===== src/rtl/ddr_a2m_beat_addr_gen.sv =====
// AXI AW/AR command to per-beat MBA address sequencer.
// Accepts one command, then presents len+1 beats carrying address, index,
// LAST and an error flag. The wrap window is confined to ADDR[7:0].
module ddr_a2m_beat_addr_gen #(
  parameter int ADDR_W   = 32,
  parameter int ID_W     = 4,
  parameter int MAX_SIZE = 4
) (
  input  logic              CLK,
  input  logic              RST_N,
  input  logic              CMD_VALID,
  output logic              CMD_READY,
  input  logic [ID_W-1:0]   CMD_ID,
  input  logic [ADDR_W-1:0] CMD_ADDR,
  input  logic [7:0]        CMD_LEN,
  input  logic [2:0]        CMD_SIZE,
  input  logic [1:0]        CMD_BURST,
  output logic              BEAT_VALID,
  input  logic              BEAT_READY,
  output logic [ID_W-1:0]   BEAT_ID,
  output logic [ADDR_W-1:0] BEAT_ADDR,
  output logic [2:0]        BEAT_SIZE,
  output logic [7:0]        BEAT_CNT,
  output logic              BEAT_LAST,
  output logic              BEAT_ERR,
  output logic              BUSY
);

  typedef enum logic {IDLE, RUN} state_e;

  localparam logic [1:0] B_FIXED = 2'b00;
  localparam logic [1:0] B_INCR  = 2'b01;
  localparam logic [1:0] B_WRAP  = 2'b10;
  localparam logic [1:0] B_RSVD  = 2'b11;

  state_e            state_q, state_d;
  logic [ID_W-1:0]   id_q, id_d;
  logic [ADDR_W-1:0] addr_q, addr_d;
  logic [7:0]        len_q, len_d;
  logic [2:0]        size_q, size_d;
  logic [1:0]        burst_q, burst_d;
  logic              err_q, err_d;
  logic [7:0]        cnt_q, cnt_d;

  logic              beat_valid, beat_last, beat_acc, cmd_acc;
  logic [ADDR_W-1:0] cmd_step_mask;
  logic              wrap_len_ok, cmd_err;
  logic [ADDR_W-1:0] step, incr_addr, wrap_addr, next_addr;
  logic [8:0]        wrap_span;
  logic [7:0]        wm, lo_sum;

  assign beat_valid = (state_q == RUN);
  assign beat_last  = beat_valid & (cnt_q == len_q);
  assign beat_acc   = beat_valid & BEAT_READY;
  // New command may enter while idle or in the cycle the final beat leaves,
  // which gives back-to-back bursts; held off entirely while in reset.
  assign CMD_READY  = RST_N & ((state_q == IDLE) | (beat_acc & beat_last));
  assign cmd_acc    = CMD_VALID & CMD_READY;

  // Classify the incoming command as illegal
  always_comb begin
    cmd_step_mask = (ADDR_W'(1) << CMD_SIZE) - ADDR_W'(1);
    wrap_len_ok   = (CMD_LEN == 8'd1) | (CMD_LEN == 8'd3) |
                    (CMD_LEN == 8'd7) | (CMD_LEN == 8'd15);
    cmd_err       = (CMD_BURST == B_RSVD) | (CMD_SIZE > 3'(MAX_SIZE)) |
                    ((CMD_BURST == B_WRAP) &
                     (~wrap_len_ok | (|(CMD_ADDR & cmd_step_mask))));
  end

  // Next beat address for the registered burst type
  always_comb begin
    step      = ADDR_W'(1) << size_q;
    incr_addr = (addr_q & ~(step - ADDR_W'(1))) + step;
    wrap_span = (9'(len_q) + 9'd1) << size_q;
    wm        = 8'(wrap_span - 9'd1);
    lo_sum    = addr_q[7:0] + step[7:0];
    wrap_addr = addr_q;
    wrap_addr[7:0] = (addr_q[7:0] & ~wm) | (lo_sum & wm);
    unique case (burst_q)
      B_FIXED: next_addr = addr_q;
      B_WRAP:  next_addr = wrap_addr;
      default: next_addr = incr_addr;
    endcase
  end

  // Load a burst on command accept, advance it on beat accept
  always_comb begin
    state_d = state_q;
    id_d    = id_q;
    addr_d  = addr_q;
    len_d   = len_q;
    size_d  = size_q;
    burst_d = burst_q;
    err_d   = err_q;
    cnt_d   = cnt_q;
    if (cmd_acc) begin
      state_d = RUN;
      id_d    = CMD_ID;
      addr_d  = CMD_ADDR;
      len_d   = CMD_LEN;
      size_d  = CMD_SIZE;
      // Illegal bursts still emit every beat, sequenced as INCR
      burst_d = cmd_err ? B_INCR : CMD_BURST;
      err_d   = cmd_err;
      cnt_d   = 8'd0;
    end else if (beat_acc) begin
      if (beat_last) begin
        state_d = IDLE;
      end else begin
        addr_d = next_addr;
        cnt_d  = cnt_q + 8'd1;
      end
    end
  end

  // Burst state registers
  always_ff @(posedge CLK or negedge RST_N) begin
    if (!RST_N) begin
      state_q <= IDLE;
      id_q    <= '0;
      addr_q  <= '0;
      len_q   <= '0;
      size_q  <= '0;
      burst_q <= B_FIXED;
      err_q   <= 1'b0;
      cnt_q   <= '0;
    end else begin
      state_q <= state_d;
      id_q    <= id_d;
      addr_q  <= addr_d;
      len_q   <= len_d;
      size_q  <= size_d;
      burst_q <= burst_d;
      err_q   <= err_d;
      cnt_q   <= cnt_d;
    end
  end

  assign BEAT_VALID = beat_valid;
  assign BEAT_ID    = id_q;
  assign BEAT_ADDR  = addr_q;
  assign BEAT_SIZE  = size_q;
  assign BEAT_CNT   = cnt_q;
  assign BEAT_LAST  = beat_last;
  assign BEAT_ERR   = err_q;
  assign BUSY       = beat_valid;

endmodule

===== config.mk =====
export PLATFORM = sky130hd
export DESIGN_NAME = ddr_a2m_beat_addr_gen
export DESIGN_NICKNAME = d
export VERILOG_FILES = /design/src/rtl/ddr_a2m_beat_addr_gen.sv
export SDC_FILE = /design/constraint.sdc
export NUM_CORES = 1
export LEC_CHECK = 0
export ABC_AREA = 1
export BUFFER_PORTS_ARGS = -buffer_cell sky130_fd_sc_hd__buf_2
export CAP_MARGIN = 20
export CELL_PAD_IN_SITES_DETAIL_PLACEMENT = 2
export CELL_PAD_IN_SITES_GLOBAL_PLACEMENT = 2
export CORE_MARGIN = 10
export CORE_UTILIZATION = 27
export DETAILED_ROUTE_END_ITERATION = 7
export PLACE_DENSITY_LB_ADDON = 0.1
export SLEW_MARGIN = 5
export SYNTH_ARGS = -nofsm -noshare
export SYNTH_HDL_FRONTEND = slang
export SYNTH_SLANG_ARGS = --single-unit

===== constraint.sdc =====
create_clock -name CLK -period 2.3 [get_ports CLK]
set_input_delay 0.23 -clock CLK [delete_from_list [all_inputs] [get_ports CLK]]
set_output_delay 0.23 -clock CLK [all_outputs]
set_load 0.02 [all_outputs]

# Word-level counts from Yosys, hierarchy flattened
# Cells that the tools add are included.
# op_classes
n_addsub,7
eq_ne,11
bitwise_logic,22
muxes,11
n_lt_le_gt_ge,1
n_mul,0
n_reduce_logical,8
div_mod_pow,0
shifts,3
# op_table
operator,count
$mux 32,3
$and 32x32->32,2
$pmux 32 s2,1
$shl 1x3->32 const A,2
$add 32x32->32,1
$not 32->32,1
$reduce_or 32->1,1
$sub 32x1->32 const B,1
$sub 32x2->32 const B,1
$mux 8,3
$and 8x8->8,2
$add 8x1->9 const B,1
$shl 9x3->8,1
$add 8x1->8 const B,1
$add 8x8->8,1
$eq 8x1->1 const B,1
$eq 8x2->1 const B,1
$eq 8x3->1 const B,1
$eq 8x4->1 const B,1
$eq 8x8->1,1
$not 8->8,1
$or 8x8->8,1
$sub 8x1->8 const B,1
$or 1x1->1,7
other kinds (13),26
# totals
reg_bits,59
rom_bits,0
n_memories,0
latchBits,0
mem_bits_rw,0
output_inout_bits,52

# Longest topological paths before layout
# depth
depth_word,10
depth_mapped,20

# Worst setup path after synthesis
# Ideal clock, no wire load.
# synth_timing
path_kind,register -> register
start,register size_q[1] (netlist: BEAT_SIZE[1])
end,register addr_q[25] (netlist: BEAT_ADDR[25])
stages_incl_launch_ff,19
setup_time_ps,117
setup_slack_ps,-359
path_buffers,0
t_arrival_ps,2543
cell_sequence,dfrtp_1 nand2_2 nor2_1 inv_1 ha_1 nand2_1 inv_1 ha_1 inv_1 nor2_1 nand2_1 nor3_2 nand2_1 nand2_2 nand3_1 nand3_1 nand2_1 nand2_1 nand2_1
# synth_via
elab_chain_cells,9
# synth_rtl
item,line,rtl
"start, declared",40,"logic [2:0] size_q, size_d;"
"start signal, assigned",132,size_q <= size_d;
$shl 1x3->32 (*),72,step = ADDR_W'(1) << size_q;
$sub 32x1->32,73,incr_addr = (addr_q & ~(step - ADDR_W'(1))) + step;
$not 32->32,73,
$and 32x32->32,73,
$add 32x32->32 (*),73,
$pmux 32 s2 (*),79,unique case (burst_q)
$mux 32 (*),107,if (beat_last) begin
$mux 32 (*),106,end else if (beat_acc) begin
$mux 32 (*),96,if (cmd_acc) begin
"end signal, assigned",130,addr_q <= addr_d;
"end, declared",38,"logic [ADDR_W-1:0] addr_q, addr_d;"
# Mark *: on every way between the ends. The rest lies on a longest branch, timed or not. The select of a mux whose other input is x is not followed.
# A chain may end at the register's enable or synchronous reset.

# Worst setup path after layout
# layout_timing
start,register size_q[0] (netlist: BEAT_SIZE[0])
end,register addr_q[19] (netlist: BEAT_ADDR[19])
# The elaborated chain is that of the path after synthesis.

==> run summary <==
Design Area, Final: 8870 sq um
CTS Buf Count: 9
Netlist cell types: 50
Post-synth top area share: 26.6%
# DRC: 0
Core area: 20200 sq um
Worst-path clk slew: 60 ps
Violated checks: negative setup slack
Int Power: 4760 uW
Worst Clk Skew: 18.9 ps
CTS sink cnt: 59
Cells on worst reg2reg path: 20
Final setup fails: 30
Area Overhead vs Synth: 60.0%
Final worst-path cycle share: 117%
Vias: 7480
Final worst setup slack: -390 ps
Sequential element share of the synthesized area: 26.6%
Util after Layout: 43.9%
Worst Hold Class: input port to flip-flop
First-pass GRT wire length: 45400 microns
Power share of the clock group: 13.7%
Min-delay src: CMD_ID[2]
Drt via density: 5.17
Min Tclk post-route: 2690 ps
Worst hold margin: 72.5 ps
Later-pin clock latency in the skew report: 360 ps
Critical path peak fanout: 5
Pwr/cell area: 1140 nW/um^2
Grt ovf: 0
Full die area: 26700 sq um
Post-DR wirelength/cell: 23.2 microns
I/O pins: 105
Largest net degree at the start of global routing: 43
Status: finished with violations
Final Max Tran Viols: 0
HPWL after DPL: 21600 microns
DRT iter0 DRCs: 403
Area leader, netlist: dfrtp_1
Critical path class: flip-flop to flip-flop
Tightest Pin Transition: 633 ps
Area contributors post-synth: dfrtp_1, nand2_1, nand3_1, inv_1, nor2_1
WP data arrival: 2920 ps
Required time of the critical path: 2530 ps
GP Congestion: 0.848
Yosys reg bits: 59
Most common cell in the synthesized netlist: nand2_1
CTS max path bufs: 2
First-pass iteration count of the detailed router: 4
Root buffer cell: clkbuf_16
CP Capture Type: flip-flop
Horiz. Die Dim: 163 microns
Placed cell areas: 7190 sq um
Async set-reset flop share out of synthesis: 100%
Ys flop type: dfrtp_1
Post-Synthesis Cells: 920
# nets final: 1241
Fmax: 372 MHz
Setup_tns: -7010 ps
Die height: 163 microns
CTS tree: built
Mean Syn Cell Area: 6.03 sq um
Top post-synthesis cells by count: nand2_1, inv_1, nor2_1
RSZ-0062 raised after global routing: yes
Fin. Hold Viols: 0
Multi-input gate area: 4420 sq um
PortBufs: 104
Total GRT Usage: 21.7%
Setup WS pre-CTS: -286 ps
Final ANT Viol Nets: 0
Setup slack, reg-to-reg: -390 ps
Max cap viols: 0
Sw Ratio: 52.9%
Syn nets: 992
FF-to-FF End: BEAT_ADDR[19]
Mapped Area: 5550 sq um
Starting Density: 27.4%
Worst Hold Path EP: BEAT_ID[2]
Initial antenna violation count: 5
Static leakage: 0.00456 uW
# rows: 52
Post-synth EDFFs: 0
Filler instances: 2367
CP startpoint kind: flip-flop
Final WL: 33600 microns
Max IR drop VDD: 0.464 mV
Switching power: 5350 uW
Max-slew headroom: 57.8%
Vias in the first global route: 7776
Logic pwr share: 67.2%
Hold depth: 3
Worst r2r src: BEAT_SIZE[0]
Yosys Warn Count: 0
Seq pwr share: 19.1%
Fraction of layout cells with a size suffix above 1: 40.1%
Clock H-tree levels: 3
Register area: 1480 sq um
final cells by class:
type                       instances  share of cell area, %
clock buffer                      11                   2.85
antenna                            2                 0.0564
inverter                         130                   5.75
clock inverter                     5                  0.409
tap                              270                   3.81
sequential                        59                   16.7
multi-input combinational        711                   49.8
timing repair buffer             258                   20.6
worst max-delay path: stages (launching register included):
cell and delay [ps]:
dfrtp_2 410, buf_6 120, nand2_4 60, nor2_4 130
inv_2 60, ha_4 230, nand2_2 70, inv_2 60
ha_4 310, inv_6 50, nor2_4 130, nand2_2 90
nor2_2 110, nand2_2 130, buf_12 160, nand3b_4 110
nand2_2 60, nand2_1 70, nand2_1 60, nand2_1 80
nand2_1 70
worst max-delay path by stage:
stage / start / to / slack [ps]
final: BEAT_SIZE[0] / BEAT_ADDR[19] / -390
after global routing: BEAT_SIZE[0] / BEAT_ADDR[19] / -550
after CTS: BEAT_SIZE[2] / BEAT_ADDR[31] / -190
after detailed placement: BEAT_SIZE[2] / BEAT_ADDR[31] / -290
after global placement: BEAT_SIZE[1] / BEAT_ADDR[24] / -250
after floorplan: BEAT_SIZE[1] / BEAT_ADDR[25] / -70
power by group through the flow:
| stage | clock network (uW) | registers [uW] | logic, uW |
|---|---|---|---|
| finish | 1390 | 1930 | 6790 |
| floorplan | 0 | 2140 | 2740 |
| detailed placement | 0 | 1870 | 5410 |
| CTS | 1400 | 1880 | 5880 |
| global placement | 0 | 1860 | 5280 |
| global route | 1450 | 1980 | 7350 |
kinds of logic (layout without fill, tap and decap cells):
family	count (synthesis)	in the layout	synth area share (%)
other	0	2	0
XOR/XNOR	15	15	2.37
AND/OR/NAND/NOR	557	561	43.9
AO/OA/AOI/OAI	116	116	11.7
buffers and inverters	154	404	11.0
adder cells (fa/ha/maj)	19	19	4.42
flip-flops	59	59	26.6
layer usage:
| layer | vias to the layer above | wire length [microns] | track usage (%) |
|---|---|---|---|
| met4 | 6 | 634 | 5.37 |
| met1 | 3783 | 14900 | 28.5 |
| met2 | 173 | 16500 | 35.9 |
| met5 | - | 36 | 0 |
| met3 | 45 | 1510 | 4.13 |
| li1 | 3473 | - | - |
through the flow:
step	total power, uW	std cells
global route	10800	1445
floorplan	4870	920
global placement	7140	1376
finish	10100	1446
CTS	9170	1415
detailed placement	7290	1376
placed cells by master, fill, tap and decap left out, drive strengths merged:
| master | n |
|---|---|
| nand2 | 309 |
| buf | 257 |
| inv | 129 |
| nor2 | 102 |
| nand3 | 91 |
| dfrtp | 59 |
| o21ai | 59 |
| a21oi | 34 |
| nand4 | 24 |
| ha | 18 |
| nor3 | 15 |
| clkbuf | 11 |
| xor2 | 11 |
| nor4 | 6 |
| or2 | 6 |
| o211ai | 4 |
| a31oi | 4 |
| nand3b | 4 |
| xnor2 | 4 |
| o22ai | 3 |
| clkinvlp | 3 |
| clkinv | 3 |
| o21bai | 3 |
| diode | 2 |
| and2 | 2 |
| o31ai | 2 |
| nor3b | 1 |
| o2111ai | 1 |
| a21boi | 1 |
| o21a | 1 |
| a22oi | 1 |
| or3b | 1 |
| a211oi | 1 |
| o311ai | 1 |
| o41ai | 1 |
| fa | 1 |
| dlygate4sd3 | 1 |
timing repair:
item | in CTS | in global routing
resized for setup | 100 | 136
endpoints found under the setup margin | 30 | 36
gates cloned | 3 | 1
setup buffers | 21 | 28
hold buffers | 1 | 0
pin swaps | 33 | 68
hold endpoints to repair | 17 | 0
Note: power is estimated with default switching activity, not from simulation.
